### src/rtl/ysyx_23060191_gpr_pkg.sv
// Shared CPU-wide constants and types for the register file and scoreboard.
package ysyx_23060191_gpr_pkg;
    localparam int unsigned CPU_WIDTH = 32;
    localparam int unsigned GPR_NUM   = 32;
    localparam int unsigned REG_AW    = $clog2(GPR_NUM);

    typedef logic [REG_AW-1:0]    reg_idx_t;
    typedef logic [CPU_WIDTH-1:0] word_t;
endpackage

### src/rtl/ysyx_23060191_scoreboard.sv
// Per-register pending-write counters; issues stall on RAW hazards and counter saturation.
module ysyx_23060191_scoreboard
    import ysyx_23060191_gpr_pkg::*;
(
    input  logic     clk,
    input  logic     rstn,
    input  logic     wb_valid,
    input  reg_idx_t wb_rd,
    input  logic     iss_valid,
    input  reg_idx_t iss_rd,
    input  reg_idx_t rs1_addr,
    input  logic     rs1_en,
    input  reg_idx_t rs2_addr,
    input  logic     rs2_en,
    output logic     stall,
    output logic     sb_err
);
    logic [1:0] cnt_q [GPR_NUM];
    logic       err_q;
    logic       rd_full, accept, inc, dec;

    // A register whose last outstanding write completes this cycle is bypassed, not busy.
    function automatic logic busy_f(input logic [1:0] c, input logic hit);
        return (c != 2'd0) && !(hit && (c == 2'd1));
    endfunction

    always_comb begin
        rd_full = (iss_rd != '0) && (cnt_q[iss_rd] == 2'd3) && !(wb_valid && (wb_rd == iss_rd));
        stall   = iss_valid &&
                  ((rs1_en && busy_f(cnt_q[rs1_addr], wb_valid && (wb_rd == rs1_addr))) ||
                   (rs2_en && busy_f(cnt_q[rs2_addr], wb_valid && (wb_rd == rs2_addr))) ||
                   rd_full);
        accept  = iss_valid && !stall;
        inc     = accept && (iss_rd != '0);
        dec     = wb_valid && (wb_rd != '0);
    end

    always_ff @(posedge clk) begin
        if (!rstn) begin
            for (int i = 0; i < GPR_NUM; i++) cnt_q[i] <= 2'd0;
            err_q <= 1'b0;
        end else if (inc && dec && (iss_rd == wb_rd)) begin
            // Net change is zero; a writeback with nothing pending is still an underflow.
            if (cnt_q[wb_rd] == 2'd0) err_q <= 1'b1;
        end else begin
            if (inc) begin
                if (cnt_q[iss_rd] == 2'd3) err_q <= 1'b1;
                else cnt_q[iss_rd] <= cnt_q[iss_rd] + 2'd1;
            end
            if (dec) begin
                if (cnt_q[wb_rd] == 2'd0) err_q <= 1'b1;
                else cnt_q[wb_rd] <= cnt_q[wb_rd] - 2'd1;
            end
        end
    end

    assign sb_err = err_q;
endmodule

### src/rtl/ysyx_23060191_gpr.sv
// General-purpose register file with same-cycle writeback bypass and issue scoreboard.
module ysyx_23060191_gpr
    import ysyx_23060191_gpr_pkg::*;
(
    input  logic                 clk,
    input  logic                 rstn,
    input  logic                 wb_valid,
    input  logic [REG_AW-1:0]    wb_rd,
    input  logic [CPU_WIDTH-1:0] wb_data,
    input  logic [REG_AW-1:0]    rs1_addr,
    input  logic [REG_AW-1:0]    rs2_addr,
    input  logic                 rs1_en,
    input  logic                 rs2_en,
    output logic [CPU_WIDTH-1:0] rs1_data,
    output logic [CPU_WIDTH-1:0] rs2_data,
    input  logic                 iss_valid,
    input  logic [REG_AW-1:0]    iss_rd,
    output logic                 stall,
    input  logic [REG_AW-1:0]    dbg_addr,
    output logic [CPU_WIDTH-1:0] dbg_data,
    output logic                 sb_err
);
    word_t regs_q [GPR_NUM];

    always_ff @(posedge clk) begin
        if (!rstn) begin
            for (int i = 0; i < GPR_NUM; i++) regs_q[i] <= '0;
        end else if (wb_valid && (wb_rd != '0)) begin
            regs_q[wb_rd] <= wb_data;
        end
    end

    function automatic word_t read_port(input reg_idx_t a, input word_t stored);
        if (a == '0) return '0;
        if (wb_valid && (wb_rd == a)) return wb_data;
        return stored;
    endfunction

    always_comb begin
        rs1_data = read_port(rs1_addr, regs_q[rs1_addr]);
        rs2_data = read_port(rs2_addr, regs_q[rs2_addr]);
        dbg_data = (dbg_addr == '0) ? '0 : regs_q[dbg_addr];
    end

    ysyx_23060191_scoreboard u_scoreboard (
        .clk       (clk),
        .rstn      (rstn),
        .wb_valid  (wb_valid),
        .wb_rd     (wb_rd),
        .iss_valid (iss_valid),
        .iss_rd    (iss_rd),
        .rs1_addr  (rs1_addr),
        .rs1_en    (rs1_en),
        .rs2_addr  (rs2_addr),
        .rs2_en    (rs2_en),
        .stall     (stall),
        .sb_err    (sb_err)
    );
endmodule

### config.mk
export PLATFORM = sky130hd
export DESIGN_NAME = ysyx_23060191_gpr
export DESIGN_NICKNAME = d
export VERILOG_FILES = /design/src/rtl/ysyx_23060191_gpr_pkg.sv /design/src/rtl/ysyx_23060191_scoreboard.sv /design/src/rtl/ysyx_23060191_gpr.sv
export SDC_FILE = /design/constraint.sdc
export NUM_CORES = 2
export LEC_CHECK = 0
export ABC_CLOCK_PERIOD_IN_PS = 6150
export CORE_UTILIZATION = 64
export DETAILED_ROUTE_END_ITERATION = 10
export MAX_ROUTING_LAYER = met4
export PLACE_DENSITY = 0.87
export SKIP_CTS_REPAIR_TIMING = 1
export SLEW_MARGIN = 20
export SYNTH_ARGS = -nofsm -noshare
export SYNTH_HDL_FRONTEND = slang
export SYNTH_SLANG_ARGS = --single-unit
### constraint.sdc
create_clock -name clk -period 6.15 [get_ports clk]
set_input_delay 1.23 -clock clk [delete_from_list [all_inputs] [get_ports clk]]
set_output_delay 1.23 -clock clk [all_outputs]
set_load 0.02 [all_outputs]
# Word-level counts from Yosys, hierarchy flattened
# Memories as Yosys holds them, arrays and structs flattened.
# Cells that the tools add are included.
# totals
mem_count,2
regBits,1
input_bits,63
output_inout_bits,98
elab_cells,91
ramBits,1088
# mem_list
memory,depth,word_bits,read_ports,rd_ports_with_merged_regs,wr,line_no,source
regs_q,32,32,3,0,32,ysyx_23060191_gpr.sv:23,word_t regs_q [GPR_NUM];
u_scoreboard.cnt_q,32,2,4,0,32,ysyx_23060191_scoreboard.sv:18,logic [1:0] cnt_q [GPR_NUM];
# classes
reduce_logical,34
addsub,2
n_eq_ne,8
muxes,44
# ops
op,count
$mux W32,10
$reduce_or A32 Y1,1
$mux W1,29
$eq A5 B5 Y1,4
$logic_and A1 B1 Y1,17
$logic_not A5 Y1,3
$mux W5,3
$reduce_bool A5 Y1,2
$eq A2 B1 Y1 const B,2
$logic_not A1 Y1,4
$mux W2,2
$reduce_bool A2 Y1,2
$reduce_or A2 Y1,2
$add A2 B1 Y2 const B,1
$eq A2 B2 Y1 const B,1
$logic_not A2 Y1,1
$logic_or A1 B1 Y1,2
$ne A2 B2 Y1 const B,1
$sub A2 B1 Y2 const B,1

# Longest topological paths before layout
# depth
ltp_word,19
depth_mapped,15
depth_no_buf,9

# Hierarchy
# From an unflattened synthesis, not the netlist that was laid out.
# hier_totals
hier_cells,5155
area_unflattened_um2,70010.9
# modules_own_cells
mod,cells_each,area_each_um2,seq_area_each_um2,instances
ysyx_23060191_gpr,4613,64026.4,30749.5,1
ysyx_23060191_scoreboard,542,5984.5,1941.9,1

# Worst setup path after synthesis
# Ideal clock, no wire load.
# synth_path
kind,input to register
from,input port wb_rd[0]
to,memory regs_q[29][0] (netlist name) (enable)
setup_slack_ns,0.680
setup_ns,0.466
path_buffers,3
t_required_ns,5.684
t_arrival_ns,5.004
cell_stages,5
cell_sequence,buf_2 buf_1 clkbuf_1 nand4b_1 o21ai_0
# synth_lines
element,line_no,source
from (decl),ysyx_23060191_gpr.sv:8,"input logic [REG_AW-1:0] wb_rd,"
to (decl),ysyx_23060191_gpr.sv:23,

# Final worst setup path
# layout_path
from,input port rs1_addr[2]
to,output port rs1_data[21]
# layout_via
elab_chain_cells,6
elab_cells_between_ends,10
cone_classes,eq/ne: 1; mux: 6; reduce/logical: 2; memory: 1
# layout_rtl
element,line_no,source
from (decl),ysyx_23060191_gpr.sv:10,"input logic [REG_AW-1:0] rs1_addr,"
"parallel branches: the longest is 5 deep, another holds $mem_v2 Z32 W32",--,
$mux W32 (*),ysyx_23060191_gpr.sv:35,if (wb_valid && (wb_rd == a)) return wb_data;
to (decl),ysyx_23060191_gpr.sv:14,"output logic [CPU_WIDTH-1:0] rs1_data,"
# Every way passes the cells marked *. The select of a mux whose other input is x is not followed.

==> results.py <==
metrics = {
    "status": {
        "outcome": "completed",
    },
    "critical_path": {
        "crit_buf_inv": 5,
        "critPathTopFamily": "buffers and inverters",
        "worstSetupStartpointType": "primary input",
        "worst_path_max_delay_cell": "clkdlybuf4s50_1",
        "cp_common_cell": "buf_4",
        "critPathMaxFanout": 31,
        "crit_type": "in2out",
        "required_ns": 4.92,
        "critPathArrivalTime_ns": 4.66,
        "path_cells": "buf_6 -> buf_4 -> buf_4 -> mux4_2 -> mux2i_1 -> a21oi_1 -> mux2i_1 -> a211oi_1 -> buf_4 -> clkdlybuf4s50_1",
        "worst_path_largest_cell_delay_ns": 0.63,
        "crit_path_end_kind": "output port",
    },
    "layout": {
        "stdcell_area_sq_um": 76900,
        "seqCellArea_sq_um": 32700,
        "multiInputGateArea_sq_um": 34500,
        "drive_gt1_share_pct": 32.8,
        "fin_cells": 5967,
        "fin_nets": 4506,
        "syn_to_final_growth_pct": 11.9,
        "nFillCells": 5970,
    },
    "power": {
        "vdd_drop_max_v": 0.000241,
        "p_int_mw": 14.2,
        "power_switching_mw": 5.46,
        "switching_share_pct": 27.7,
        "power.density_nw_per_um2": 256,
        "leakage_nw": 26.2,
        "pwr-share-seq_pct": 45.5,
        "p_clk_share_pct": 35.9,
        "comb_power_share_pct": 18.6,
    },
    "global_routing": {
        "grt_use_met2_pct": 66.7,
        "grt_pass1_wl_mm": 357,
        "overflow": 0,
        "grt_max_degree": 85,
        "met3_usage_pct": 20.8,
        "grt_antenna_before_repair": 20,
        "grt_pass1_vias": 50500,
        "busiest_layer": "met2",
        "track_usage_pct": 48.8,
        "grt_util_met1_pct": 57.8,
    },
    "placement": {
        "port_buffers": 160,
        "gp_congestion": 1.01,
        "dp_cells": 5713,
        "dp.final_hpwl_mm": 148,
        "detailed_place.area_sq_um": 73000,
    },
    "synthesis": {
        "synth-seq-cells": 1089,
        "synth_cell_types": 61,
        "synthFlopType": "edfxtp_1",
        "async_flop_share_pct": 0,
        "avgSynthCellArea_sq_um": 15.5,
        "synth_edf_count": 1088,
        "synthCells": 4433,
        "ys_warn_count": 0,
        "ys_seq_area_share_pct": 47.6,
        "syn_area_sq_um": 68700,
    },
    "floorplanning": {
        "num_rows": 119,
        "die_x_um": 330,
        "start_util_pct": 64.9,
        "core_area_sq_um": 106000,
        "ioPinCount": 161,
        "chipHeight_um": 330,
        "dieArea_sq_um": 109000,
    },
    "sta": {
        "setup_tns_ns": 0,
        "finalSetupViolCount": 0,
        "worst_pin_slew_ns": 1.28,
        "max_clock_freq_ghz": 0.170,
        "report.final.hold_viol_count": 0,
        "slew_headroom_pct": 14.3,
        "drv_slew": 0,
        "hold_ws_ns": 0.474,
        "grt_setup_unrepaired": "false",
        "finClkSkew_ns": 0.0334,
        "post-route-period-util_pct": 95.8,
        "fin_crit_ns": 5.89,
    },
    "detailed_routing": {
        "drt-initial-drc-count": 11000,
        "dr.pass1.iters": 8,
        "vias": 51300,
        "drt.antenna.violating_nets": 0,
        "avgRoutedWirePerCell_um": 42.8,
        "via_per_inst": 8.59,
        "route.detailed.drc": 0,
        "routed_wl_mm": 255,
    },
    "clock_tree": {
        "insertion_delay_ns": 0.77,
        "clockBufferDepth": 3,
        "cts_tree": "yes",
        "cts_max_level": 3,
        "numCtsBuffers": 113,
        "cts-root-buf": "clkbuf_16",
        "clock_sinks": 1089,
        "clkTransAtPathRegs_ns": 0.06,
    },
    "hold_path": {
        "hp-class": "reg2reg",
    },
    "job": {
        "max_cap_violations": 0,
    },
}
==> cells in the mapped netlist, types with 7 or more instances <==
| master | count | share of area (%) |
|---|---|---|
| a211oi_1 | 109 | 1.2 |
| a21oi_1 | 40 | 0.29 |
| a22oi_1 | 18 | 0.20 |
| and2_1 | 871 | 7.9 |
| and3_1 | 132 | 1.2 |
| buf_1 | 75 | 0.41 |
| buf_2 | 57 | 0.42 |
| clkbuf_1 | 408 | 2.2 |
| edfxtp_1 | 1088 | 48 |
| inv_1 | 9 | 0.049 |
| mux2i_1 | 170 | 2.5 |
| mux4_2 | 975 | 32 |
| nand2_1 | 54 | 0.29 |
| nand2b_1 | 8 | 0.073 |
| nand3_1 | 26 | 0.19 |
| nor2_1 | 140 | 0.76 |
| nor2b_1 | 33 | 0.30 |
| o21ai_0 | 22 | 0.16 |
| o221ai_1 | 11 | 0.14 |
| o221ai_2 | 7 | 0.15 |
| o22ai_1 | 43 | 0.39 |
| o32ai_1 | 28 | 0.36 |
| or3_1 | 10 | 0.091 |
| xnor2_1 | 9 | 0.11 |
==> power groups by stage <==
stage / clock (mW) / combinational, mW / sequential (mW)
after global placement: 0 / 3.43 / 8.97
after global routing: 7.23 / 3.69 / 8.96
after floorplan: 0 / 2.24 / 8.92
after detailed placement: 0 / 3.48 / 9.05
final: 7.07 / 3.66 / 8.95
after CTS: 6.96 / 3.52 / 8.91
==> final timing paths <==
path                                            start                                 end  slack (ns)  cells after the start
hold reg to reg      u_scoreboard.sb_err$_SDFFE_PN0P_    u_scoreboard.sb_err$_SDFFE_PN0P_        0.47                      2
setup / recovery                          rs1_addr[2]                        rs1_data[21]        0.26                     10
setup reg to reg  u_scoreboard.cnt_q[22][0]$_DFFE_PP_  u_scoreboard.cnt_q[8][1]$_DFFE_PP_        2.25                      8
hold / removal       u_scoreboard.sb_err$_SDFFE_PN0P_    u_scoreboard.sb_err$_SDFFE_PN0P_        0.47                      2
==> sequential cells by signal, summed over array words and instances (netlist names) <==
register,count
regs_q,1024
u_scoreboard.cnt_q,64
u_scoreboard.sb_err,1
==> through the flow <==
step / utilization (%) / power, mW / setup WS (ns)
floorplan: - / 11.2 / 0.680
global placement: 69.0 / 12.4 / 0.422
detailed placement: 69.0 / 12.5 / 0.450
CTS: 72.4 / 19.4 / 0.424
global route: 72.6 / 19.9 / 0.269
finish: 72.6 / 19.7 / 0.260
==> worst reg2reg max path, delay by kind of cell (launching register included) <==
family,cells,cell delay [ns]
simple gates,3,1.60
compound gates,2,0.68
mux,1,0.51
buf+inv,1,0.08
flops,1,0.48
fa+ha+maj,1,0.21
==> cell type report <==
type	instances	area share [%]
Clock buffer	139	3.83
Inverter	9	0.0440
Multi-Input combinational cell	2825	44.9
Sequential cell	1089	42.5
Timing Repair Buffer	403	5.36
Tap cell	1391	2.26
Clock inverter	71	0.947
Antenna cell	40	0.130
==> cells in the final DEF, fill, tap and decap left out, types with 10 or more instances in the layout <==
| cell | n |
|---|---|
| edfxtp_1 | 1088 |
| mux4_2 | 975 |
| and2_1 | 870 |
| buf_4 | 195 |
| mux2i_1 | 170 |
| clkdlybuf4s50_1 | 141 |
| and3_1 | 132 |
| clkbuf_16 | 114 |
| nor2_1 | 110 |
| a211oi_1 | 109 |
| buf_12 | 50 |
| nand2_1 | 43 |
| o22ai_1 | 43 |
| diode_2 | 40 |
| a21oi_1 | 40 |
| conb_1 | 34 |
| nor2b_1 | 33 |
| nor2_4 | 29 |
| o32ai_1 | 28 |
| clkinv_1 | 27 |
| nand3_1 | 25 |
| clkbuf_1 | 25 |
| o21ai_4 | 20 |
| a22oi_1 | 18 |
| clkinv_2 | 17 |
| bufinv_16 | 13 |
| o221ai_1 | 11 |
| nand2_2 | 11 |
| or3_1 | 10 |
==> cells by family (layout without fill, tap and decap cells) <==
group	count (synthesis)	after routing	synth area share (%)
buffers and inverters	552	622	3.14
xor gates and xnor gates	15	15	0.191
other	1	74	0.00546
AOI/OAI and AO/OA	307	307	3.25
adders and majority gates	2	2	0.0364
DFF	1089	1089	47.6
muxes	1148	1148	34.5
and+or+nand+nor	1319	1319	11.3
==> metal layers <==
metal / part of all wire (%) / vias up
li1: - / 18100
met1: 28 / 24600
met2: 43 / 6755
met3: 19 / 1818
met4: 9.5 / 0
met5: 0 / -
(Power assumes the default switching activity.)
